[src/rtl/wb_fta_bridge_x_if.sv]
// FTA bus package and request/response interface used by the bridge.
// Ports: interface carries req (master -> fabric) and resp (fabric -> master).
// Latency: none (pure wiring); backpressure is signalled through resp.stall.

package fta_bus_pkg;
  // Error codes returned with a response
  localparam logic [2:0] OKAY    = 3'd0;
  localparam logic [2:0] DECERR  = 3'd1;
  localparam logic [2:0] PROTERR = 3'd2;
  localparam logic [2:0] ERR     = 3'd3;
  // Bus commands
  localparam logic [4:0] CMD_NONE  = 5'd0;
  localparam logic [4:0] CMD_LOAD  = 5'd1;
  localparam logic [4:0] CMD_STORE = 5'd2;
endpackage

interface fta_bus_interface #(
  parameter int WID = 256
) ();
  typedef struct packed {
    logic             cyc;
    logic             we;
    logic [4:0]       cmd;
    logic [12:0]      tid;
    logic [7:0]       blen;
    logic [WID/8-1:0] sel;
    logic [31:0]      adr;
    logic [WID-1:0]   data1;
  } req_t;

  typedef struct packed {
    logic             ack;
    logic             rty;
    logic             stall;
    logic [2:0]       err;
    logic [12:0]      tid;
    logic [WID-1:0]   dat;
  } resp_t;

  req_t  req;
  resp_t resp;

  modport master (output req, input resp);
  modport slave  (input req, output resp);
endinterface

[src/rtl/wb_fta_bridge_x.sv]
// Wishbone slave to FTA master bridge with a 16-byte CSR window (src/dst/blen/go).
// Ports: Wishbone slave side (cs_i, cyc_i, stb_i, we_i, sel_i, adr_i, dat_i,
//   ack_o, err_o, dat_o), busy_o status, fta_o FTA master bundle.
// Latency: CSR access acks 2 cycles after req; bus accesses ack on FTA response,
//   after TIMEOUT cycles with ERR, or (posted writes) one cycle after issue.
// Backpressure: resp.stall holds the bridge in ISSUE; rty reissues after RTY_DLY.
// Option: define WB_FTA_BRIDGE_WRITE_ACK_EN to make writes wait for the FTA ack.

module wb_fta_bridge_x
  import fta_bus_pkg::*;
#(
  parameter int          WID      = 256,
  parameter logic [5:0]  CORENO   = 6'd1,
  parameter logic [2:0]  CHANNEL  = 3'd0,
  parameter int          RETRIES  = 100,
  parameter int          RTY_DLY  = 4,
  parameter int          TIMEOUT  = 1023,
  parameter logic [31:0] CSR_BASE = 32'hBFFFFFF0
) (
  input  logic             clk_i,
  input  logic             rst_ni,
  input  logic             cs_i,
  input  logic             cyc_i,
  input  logic             stb_i,
  input  logic             we_i,
  input  logic [WID/8-1:0] sel_i,
  input  logic [31:0]      adr_i,
  input  logic [WID-1:0]   dat_i,
  output logic             ack_o,
  output logic [2:0]       err_o,
  output logic [WID-1:0]   dat_o,
  output logic             busy_o,
  fta_bus_interface.master fta_o
);

  localparam int RCW = (RETRIES < 1) ? 1 : $clog2(RETRIES + 1);
  localparam int WCW = (TIMEOUT < 1) ? 1 : $clog2(TIMEOUT + 1);
  localparam int DCW = (RTY_DLY < 2) ? 1 : $clog2(RTY_DLY);

  typedef enum logic [2:0] {IDLE, CSR, ISSUE, WAIT, RDLY, DONE} state_t;

  state_t           r_state;
  logic [31:0]      r_src;
  logic [31:0]      r_dst;
  logic [7:0]       r_blen;
  logic [3:0]       r_tag;
  logic [RCW-1:0]   r_rty_cnt;
  logic [WCW-1:0]   r_wait_cnt;
  logic [DCW-1:0]   r_dly_cnt;
  logic             r_burst;
  logic             r_posted;

  logic             w_req;
  logic             w_in_win;
  logic             w_burst;
  logic             w_csr;
  logic [12:0]      w_tid;
  logic [3:0]       w_tag_nxt;
  logic             w_match;
  logic [31:0]      w_csr_rd;

  assign w_req     = cs_i & cyc_i & stb_i;
  assign w_in_win  = (adr_i[31:4] == CSR_BASE[31:4]);
  assign w_burst   = w_in_win & (adr_i[3:2] == 2'b11);
  assign w_csr     = w_in_win & ~w_burst;
  assign w_tid     = {CORENO, CHANNEL, r_tag};
  // Tag 0 is never used, so the sequence wraps 15 -> 1
  assign w_tag_nxt = (r_tag == 4'd15) ? 4'd1 : r_tag + 4'd1;
  assign w_match   = (fta_o.resp.ack | fta_o.resp.rty) & (fta_o.resp.tid == w_tid);
  assign busy_o    = (r_state != IDLE);

  always_comb begin
    w_csr_rd = 32'd0;
    case (adr_i[3:2])
      2'd0:    w_csr_rd = r_src;
      2'd1:    w_csr_rd = r_dst;
      default: w_csr_rd = {24'd0, r_blen};
    endcase
  end

  always_ff @(posedge clk_i or negedge rst_ni) begin
    if (!rst_ni) begin
      r_state    <= IDLE;
      r_src      <= '0;
      r_dst      <= '0;
      r_blen     <= '0;
      r_tag      <= 4'd1;
      r_rty_cnt  <= '0;
      r_wait_cnt <= '0;
      r_dly_cnt  <= '0;
      r_burst    <= 1'b0;
      r_posted   <= 1'b0;
      ack_o      <= 1'b0;
      err_o      <= OKAY;
      dat_o      <= '0;
      fta_o.req  <= '0;
    end else begin
      // Request and ack are single-cycle pulses
      fta_o.req <= '0;
      ack_o     <= 1'b0;
      case (r_state)
        IDLE: begin
          if (w_req) begin
            r_burst <= w_burst;
            if (w_csr) begin
              r_state <= CSR;
            end else begin
              r_rty_cnt <= '0;
              r_state   <= ISSUE;
            end
          end
        end
        CSR: begin
          if (we_i) begin
            case (adr_i[3:2])
              2'd0:    r_src  <= dat_i[31:0];
              2'd1:    r_dst  <= dat_i[31:0];
              default: r_blen <= dat_i[7:0];
            endcase
          end else begin
            dat_o <= {(WID/32){w_csr_rd}};
          end
          err_o   <= OKAY;
          ack_o   <= 1'b1;
          r_state <= DONE;
        end
        ISSUE: begin
          if (!cyc_i) begin
            r_tag   <= w_tag_nxt;
            r_state <= IDLE;
          end else if (!fta_o.resp.stall) begin
            fta_o.req.cyc   <= 1'b1;
            fta_o.req.we    <= we_i;
            fta_o.req.cmd   <= we_i ? CMD_STORE : CMD_LOAD;
            fta_o.req.tid   <= w_tid;
            fta_o.req.data1 <= dat_i;
            if (r_burst) begin
              fta_o.req.blen <= r_blen;
              fta_o.req.sel  <= '1;
              fta_o.req.adr  <= we_i ? r_dst : r_src;
            end else begin
              fta_o.req.blen <= 8'd0;
              fta_o.req.sel  <= sel_i;
              fta_o.req.adr  <= adr_i;
            end
`ifdef WB_FTA_BRIDGE_WRITE_ACK_EN
            r_posted <= 1'b0;
`else
            r_posted <= we_i;
`endif
            r_wait_cnt <= '0;
            r_state    <= WAIT;
          end
        end
        WAIT: begin
          if (!cyc_i) begin
            r_tag   <= w_tag_nxt;
            r_state <= IDLE;
          end else if (r_posted) begin
            // Posted write: the eventual response carries a stale tag and is dropped
            err_o   <= OKAY;
            dat_o   <= '0;
            ack_o   <= 1'b1;
            r_tag   <= w_tag_nxt;
            r_state <= DONE;
          end else if (w_match && fta_o.resp.ack) begin
            dat_o   <= fta_o.resp.dat;
            err_o   <= fta_o.resp.err;
            ack_o   <= 1'b1;
            r_tag   <= w_tag_nxt;
            r_state <= DONE;
          end else if (w_match) begin
            // rty wins over a coinciding timeout
            if (r_rty_cnt == RCW'(RETRIES)) begin
              err_o   <= ERR;
              dat_o   <= '0;
              ack_o   <= 1'b1;
              r_tag   <= w_tag_nxt;
              r_state <= DONE;
            end else begin
              r_rty_cnt <= r_rty_cnt + 1'b1;
              r_dly_cnt <= '0;
              r_state   <= RDLY;
            end
          end else if (r_wait_cnt == WCW'(TIMEOUT)) begin
            err_o   <= ERR;
            dat_o   <= '0;
            ack_o   <= 1'b1;
            r_tag   <= w_tag_nxt;
            r_state <= DONE;
          end else begin
            r_wait_cnt <= r_wait_cnt + 1'b1;
          end
        end
        RDLY: begin
          r_wait_cnt <= '0;
          if (!cyc_i) begin
            r_tag   <= w_tag_nxt;
            r_state <= IDLE;
          end else if (r_dly_cnt == DCW'(RTY_DLY - 1)) begin
            r_state <= ISSUE;
          end else begin
            r_dly_cnt <= r_dly_cnt + 1'b1;
          end
        end
        DONE: begin
          // Wait for the master to drop the strobe so a held stb is one access
          if (!w_req) r_state <= IDLE;
        end
        default: r_state <= IDLE;
      endcase
    end
  end

endmodule

[src/flat_wrapper.sv]
// flat-port wrapper written by rule: the top's interface ports become plain ports
module wb_fta_bridge_x_flat import fta_bus_pkg::*;
#(
  parameter int          WID      = 256,
  parameter logic [5:0]  CORENO   = 6'd1,
  parameter logic [2:0]  CHANNEL  = 3'd0,
  parameter int          RETRIES  = 100,
  parameter int          RTY_DLY  = 4,
  parameter int          TIMEOUT  = 1023,
  parameter logic [31:0] CSR_BASE = 32'hBFFFFFF0
)
  (clk_i, rst_ni, cs_i, cyc_i, stb_i, we_i, sel_i, adr_i, dat_i, ack_o, err_o, dat_o, busy_o, fta_o_req, fta_o_resp);
  fta_bus_interface #(.WID(WID)) fta_o_i ();
  input  logic clk_i;
  input  logic rst_ni;
  input  logic cs_i;
  input  logic cyc_i;
  input  logic stb_i;
  input  logic we_i;
  input  logic [WID/8-1:0] sel_i;
  input  logic [31:0] adr_i;
  input  logic [WID-1:0] dat_i;
  output logic ack_o;
  output logic [2:0] err_o;
  output logic [WID-1:0] dat_o;
  output logic busy_o;
  output wire logic [$bits(fta_o_i.req)-1:0] fta_o_req;
  input wire logic [$bits(fta_o_i.resp)-1:0] fta_o_resp;
  assign fta_o_req = fta_o_i.req;
  assign fta_o_i.resp = fta_o_resp;
  wb_fta_bridge_x #(.WID(WID), .CORENO(CORENO), .CHANNEL(CHANNEL), .RETRIES(RETRIES), .RTY_DLY(RTY_DLY), .TIMEOUT(TIMEOUT), .CSR_BASE(CSR_BASE)) u_core (.clk_i(clk_i), .rst_ni(rst_ni), .cs_i(cs_i), .cyc_i(cyc_i), .stb_i(stb_i), .we_i(we_i), .sel_i(sel_i), .adr_i(adr_i), .dat_i(dat_i), .ack_o(ack_o), .err_o(err_o), .dat_o(dat_o), .busy_o(busy_o), .fta_o(fta_o_i));
endmodule
[config.mk]
export PLATFORM = sky130hd
export DESIGN_NAME = wb_fta_bridge_x_flat
export DESIGN_NICKNAME = d
export VERILOG_FILES = /design/src/rtl/wb_fta_bridge_x_if.sv /design/src/rtl/wb_fta_bridge_x.sv /design/src/flat_wrapper.sv
export SDC_FILE = /design/constraint.sdc
export NUM_CORES = 1
export LEC_CHECK = 0
export CELL_PAD_IN_SITES_DETAIL_PLACEMENT = 1
export CELL_PAD_IN_SITES_GLOBAL_PLACEMENT = 1
export CORE_AREA = 2 2 465 467
export DETAILED_ROUTE_END_ITERATION = 16
export DIE_AREA = 0 0 467 469
export PLACE_DENSITY_LB_ADDON = 0.1
export SLEW_MARGIN = 20
export SYNTH_ARGS = -nofsm -noshare
export SYNTH_HDL_FRONTEND = slang
export SYNTH_SLANG_ARGS = --single-unit
[constraint.sdc]
create_clock -name clk_i -period 2.65 [get_ports clk_i]
set_clock_uncertainty 0.15 [all_clocks]
set_input_delay 0.53 -clock clk_i [delete_from_list [all_inputs] [get_ports clk_i]]
set_output_delay 0.53 -clock clk_i [all_outputs]
set_load 0.005 [all_outputs]
Yosys cells after proc, flatten, opt, wreduce, memory -nomap -nowiden:

Index checks and enable logic that the tools add are counted.

* logic and storage cells: 168
* bits of input ports: 601
* register bits: 708
* memories: 0
* bits in latches: 0
* output and inout port bits: 609
* bits in read-only memories: 0
* bits in writable memories: 0

* multiplexer cells: 76
* div/mod/pow operators: 0
* bitwise logic cells: 9
* eq/ne operators: 35
* shift operators: 0
* $add $sub $neg: 4
* reduce and logical (&&, ||, !) cells: 23
* $mul: 0
* order comparisons: 0

Operators by type and width (number)
* $mux 256: 7
* $mux 348: 3
* $pmux 256 s2: 1
* $mux 72: 1
* $mux 10: 7
* $pmux 32 s2: 1
* $mux 3: 17
* $mux 7: 7
* $mux 32: 1
* $mux 4: 8
* $pmux 10 s3: 1
* $eq 28x28->1 const B: 1
* $ne 2x2->1 const B: 14
* $reduce_and 8->1: 3
* $mux 2: 9
* $pmux 3 s6: 1
* $pmux 7 s2: 1
* $eq 13x8->1: 1
* $reduce_and 3->1: 4
* $add 10x1->10 const B: 1
* $eq 10x10->1 const B: 1
* $reduce_and 5->1: 2
* $pmux 4 s2: 1
* $reduce_and 4->1: 2
* 31 further kinds: 52

Longest topological paths before layout:

* depth after elaboration: 8
* mapped depth: 10
* gate-level depth less buffers: 7

Worst setup path after synthesis:

No wires, ideal clock.

* path type: input -> register
* from: input port fta_o_resp[264]
* to: register u_core.dat_o[100]
* library setup time: 0.082 ns
* path slack: 0.107 ns
* required time: 2.418 ns
* path buffers: 3
* data arrival time: 2.311 ns
* stages: 8
* cells stage by stage: or4_4 > nor4b_4 > and4_1 > buf_4 > buf_8 > buf_6 > nand2_1 > a31oi_1

* cells in the longest elaborated chain, start to end: 7
* elaborated cells on any way between the ends: 11
* those cells by class: eq/ne (3); mux (5); bitwise (1); reduce/logical (2)

Ends and longest elaborated chain
* start: declaration: line flat_wrapper.sv:28 `input wire logic [$bits(fta_o_i.resp)-1:0] fta_o_resp;`
* $eq 13x8->1 (*): line wb_fta_bridge_x.sv:69 `assign w_match = (fta_o.resp.ack | fta_o.resp.rty) & (fta_o.resp.tid == w_tid);`
* $and 1x1->1 (*): line wb_fta_bridge_x.sv:69
* $mux 256 or $logic_and 1x1->1 (tied branches): line wb_fta_bridge_x.sv:172, wb_fta_bridge_x.sv:166
* $mux 256: line wb_fta_bridge_x.sv:166 `end else if (w_match && fta_o.resp.ack) begin`
* $mux 256: line wb_fta_bridge_x.sv:159 `end else if (r_posted) begin`
* $mux 256: line wb_fta_bridge_x.sv:156 `if (!cyc_i) begin`
* $pmux 256 s2: line wb_fta_bridge_x.sv:101 `case (r_state)`
* end signal: assignment: line wb_fta_bridge_x.sv:121 `dat_o <= {(WID/32){w_csr_rd}};`
* end signal: assignment: line wb_fta_bridge_x.sv:167 `dat_o <= fta_o.resp.dat;`
* end: declaration: line wb_fta_bridge_x.sv:31 `output logic [WID-1:0] dat_o,`

Every way passes the cells marked *; elsewhere a longest branch is shown, timed or not. The select of a mux whose other input is x is not followed.
A chain may end at the register's enable or synchronous reset.

Final worst setup path:

* from: register u_core.dat_o[94]
* to: output port dat_o[94]

RTL lines
* end: declaration: line flat_wrapper.sv:25 `output logic [WID-1:0] dat_o;`

No word-level cell between the ends.

==> impl_metrics.py <==
metrics = {
    "run_status": {
        "status": "finished clean",
    },
    "synth": {
        "synth_simple_gate_area_share_pct": 13.6,
        "yosys.area.top_type": "dfrtp_1",
        "synth-seq-area-share_pct": 62.1,
        "synth_area_per_cell_um2": 11.3,
        "syn_area_um2": 28000,
        "unique_masters_post_synth": 61,
        "synth-edff-count": 0,
        "netlist_top_cells_area": "dfrtp_1 62%, a31oi_1 12%, and2_1 5.9%, nand2_1 4.2%, mux2_2 4.1%",
        "yosys_warnings": 0,
        "ys_async_sr_fraction_pct": 100,
        "synthesized_instance_count": 2486,
        "yosys_register_bits": 695,
        "main_combinational_cell_family_by_area_after_synthesis": "compound AO/OA/AOI/OAI gates",
        "post_synth_mux_area_share_pct": 5.67,
        "synth_compound_area_share_pct": 13.9,
        "synth_top_flop_cell": "dfrtp_1",
        "synthAdderAreaFrac_pct": 0.223,
        "post_synthesis_xor_xnor_area_fraction_pct": 0.156,
        "share_of_yosys_cell_area_claimed_by_the_top_area_cell_type_pct": 62.0,
    },
    "timing": {
        "worst_slew_pin_slew_ps": 727,
        "final_max_slew_viol_count": 0,
        "fin_tns_setup_ps": 0,
        "worst_slew_margin_rel_pct": 51.6,
        "finalSetupViolations": 0,
        "timing.fmax_mhz": 387,
        "grt_setup_unrepaired": "no",
        "hold_viol_final": 0,
        "period_share_pct": 97.4,
        "period_needed_ps": 2580,
    },
    "detailed_routing": {
        "route.final.wire_length_um": 189000,
        "drt-initial-drc-count": 1350,
        "route.vias.total": 26300,
        "detail_route.drc_violations": 0,
        "firstDrtPassIters": 4,
        "drtAntennaViolNets": 0,
        "via_density_per_instance": 3.86,
        "wl_per_cell_um": 27.8,
    },
    "critical_path": {
        "cpMaxStageDelayCell": "clkdlybuf4s50_1",
        "setup.worst_path.start_class": "register",
        "critPathBufInv": 1,
        "worst_ep_arrival_time_ps": 1900,
        "crit-reg2reg-launch": "u_core.r_tag[0]",
        "logic_depth_of_the_worst_register_to_register_path": 9,
        "cp_top_family": "buffers and inverters",
        "reg2reg_to": "u_core.dat_o[161]",
        "ff2ff_setup_slack_ps": 140,
        "cp-end-kind": "output pin",
        "worst-endpoint-required_ps": 1970,
        "setup.worst_path.class": "register to output pin",
        "crit_path_cell_chain": "clkdlybuf4s50_1",
        "critical-path-max-stage-delay_ps": 820,
        "critPathMaxFanout": 2,
    },
    "global_routing": {
        "antenna_violations_before_repair": 75,
        "grt_util_all_layers_pct": 16.7,
        "gr-max-usage-layer": "met2",
        "grt_util_met1_pct": 18.9,
        "grt_pass1_vias": 28400,
        "grt_pass1_wl_um": 253000,
        "grt_max_degree": 102,
        "globalRouteMet3Util_pct": 5.75,
        "grt_util_met2_pct": 29.9,
        "grt.overflow.total": 0,
    },
    "min_path": {
        "hold_path_end": "u_core.fta_o.req[258]",
        "whs_path_cells": 3,
        "worstHoldPathType": "input pin to register",
        "hp-start": "adr_i[2]",
    },
    "finish": {
        "drive_above_1_share_pct": 14.4,
        "nNetsFinal": 4467,
        "mostFrequentLayoutCell": "clkdlybuf4s50_1",
        "seq_cell_area_um2": 17400,
        "finish.cell_count_without_fillers": 6798,
        "post-route-cell-area_um2": 49100,
        "flow.area_growth_from_synthesis_pct": 75.3,
        "n_fill_cell": 24000,
        "multi_input_comb_area_um2": 9520,
        "final_cell_mix": "1191 x clkdlybuf4s50_1, 690 x dfrtp_1, 516 x a31oi_1, 316 x nand2_1, 264 x and2_1",
    },
    "power": {
        "power_density_nw_per_um2": 949,
        "vdd_drop_max_mv": 0.499,
        "power_leakage_nw": 20.0,
    },
    "floorplanning": {
        "die_h_um": 469,
        "dieWidth_um": 467,
        "floorplan.initialDensity_pct": 13.1,
        "pin_count": 1210,
        "fp-row-count": 170,
        "core_region_area_um2": 214000,
        "floorplan.die_area_um2": 219000,
    },
    "placement": {
        "detailedPlacementHpwl_um": 146000,
        "globalplace.congestion": 0.770,
        "placement.io_buffers": 1198,
        "place_inst": 6590,
        "placed_area_um2": 45800,
    },
    "clock_network": {
        "tritoncts": "built",
        "htree_levels": 3,
        "clock_insertion_delay_worst_skew_ps": 720,
        "cts-root-buf": "clkbuf_16",
        "clkSinkCount": 695,
        "path_clk_slew_ps": 60,
        "cts-buffers-inserted": 98,
        "cts_max_path_buffers": 3,
    },
    "flow_run": {
        "drv_cap": 0,
    },
}
routing by layer:
layer / share of wire, % / vias up / routed length (um)
li1: - / 11600 / -
met2: 51 / 1002 / 97100
met3: 7.7 / 221 / 14600
met5: 0.12 / - / 226
met1: 39 / 13400 / 73300
met4: 2.0 / 36 / 3790
worst max path at each step:
stage	from	end	slack, ps	cells past startpoint
floorplan	fta_o_resp[264]	u_core.dat_o[100]	110	8
global placement	fta_o_resp[263]	u_core.dat_o[186]	-680	10
detailed placement	fta_o_resp[263]	u_core.dat_o[149]	-720	10
CTS	u_core.dat_o[94]	dat_o[94]	8	1
global route	u_core.r_tag[3]	u_core.dat_o[65]	20	10
finish	u_core.dat_o[94]	dat_o[94]	70	1
state kept, by name, summed over array words and instances (netlist names), 4 cells and up:
signal / flops
u_core.r_tag: 4
u_core.r_rty_cnt: 7
u_core.dat_o: 256
u_core.r_blen: 8
u_core.fta_o.req: 335
u_core.r_dst: 32
u_core.r_src: 32
u_core.r_wait_cnt: 10
cell type report:
| type | instances | area share, % |
|---|---|---|
| inverters | 14 | 0.122 |
| repair buffers | 1496 | 31.3 |
| diodes | 24 | 0.122 |
| multi-input cells | 1556 | 19.4 |
| clock inverters | 30 | 0.759 |
| clock buffers | 145 | 5.66 |
| well taps | 2838 | 7.23 |
| flip-flops and latches | 695 | 35.4 |
per-stage QoR:
step / setup WS, ps / util (%) / power (mW) / hold WS, ps
after global placement: -682 / 21.4 / 33.7 / 308
after detailed placement: -715 / 21.4 / 33.9 / 308
final: 68.0 / 23.0 / 46.6 / 112
after floorplan: 107 / - / 21.1 / 84.4
after global routing: 16.7 / 23.0 / 49.3 / 73.0
after CTS: 8.09 / 22.9 / 47.8 / 35.1
worst register-to-register path: cells and delay by family (launching register included):
kind | cells | cell delay, ps
simple gates | 1 | 120
compound gates | 3 | 670
flops | 1 | 580
xor+xnor | 1 | 250
buf+inv | 4 | 600
cell usage after synthesis, types with 11 or more instances:
cell and instances:
a211oi_1 34, a21oi_1 12, a31oi_1 516, and2_1 264, and3_1 11, buf_2 34, buf_4 14, buf_6 24
clkbuf_1 151, dfrtp_1 694, inv_1 13, mux2_2 101, mux2i_1 45, nand2_1 316, nand3_1 16, nand4_1 14
nor2_1 112, o21ai_0 20
where the power goes:
part	total (mW)	leakage, nW	switching (mW)	internal (mW)
Clock	13.4	1.55	5.46	7.89
Sequential	15.4	8.99	1.87	13.6
Combinational	17.8	9.51	8.91	8.91
Total	46.6	20.0	16.2	30.4
logic make-up after synthesis:
kind of cell	Yosys count
simple gates	777
flops	695
compound gates	612
buf+inv	245
mux	146
fa+ha+maj	5
xor+xnor	5
other cells	1
what timing repair did:
| item | 4_1_cts | 5_1_grt |
|---|---|---|
| hold buffers | 1 | 0 |
| endpoints found under the hold margin | 291 | 0 |
| pin swaps | 1 | 2 |
| buffers inserted | 4 | 3 |
| gates cloned | 0 | 1 |
| resized for setup | 10 | 3 |
| setup endpoints to repair | 116 | 213 |
Power figures use the tool's default switching activity.
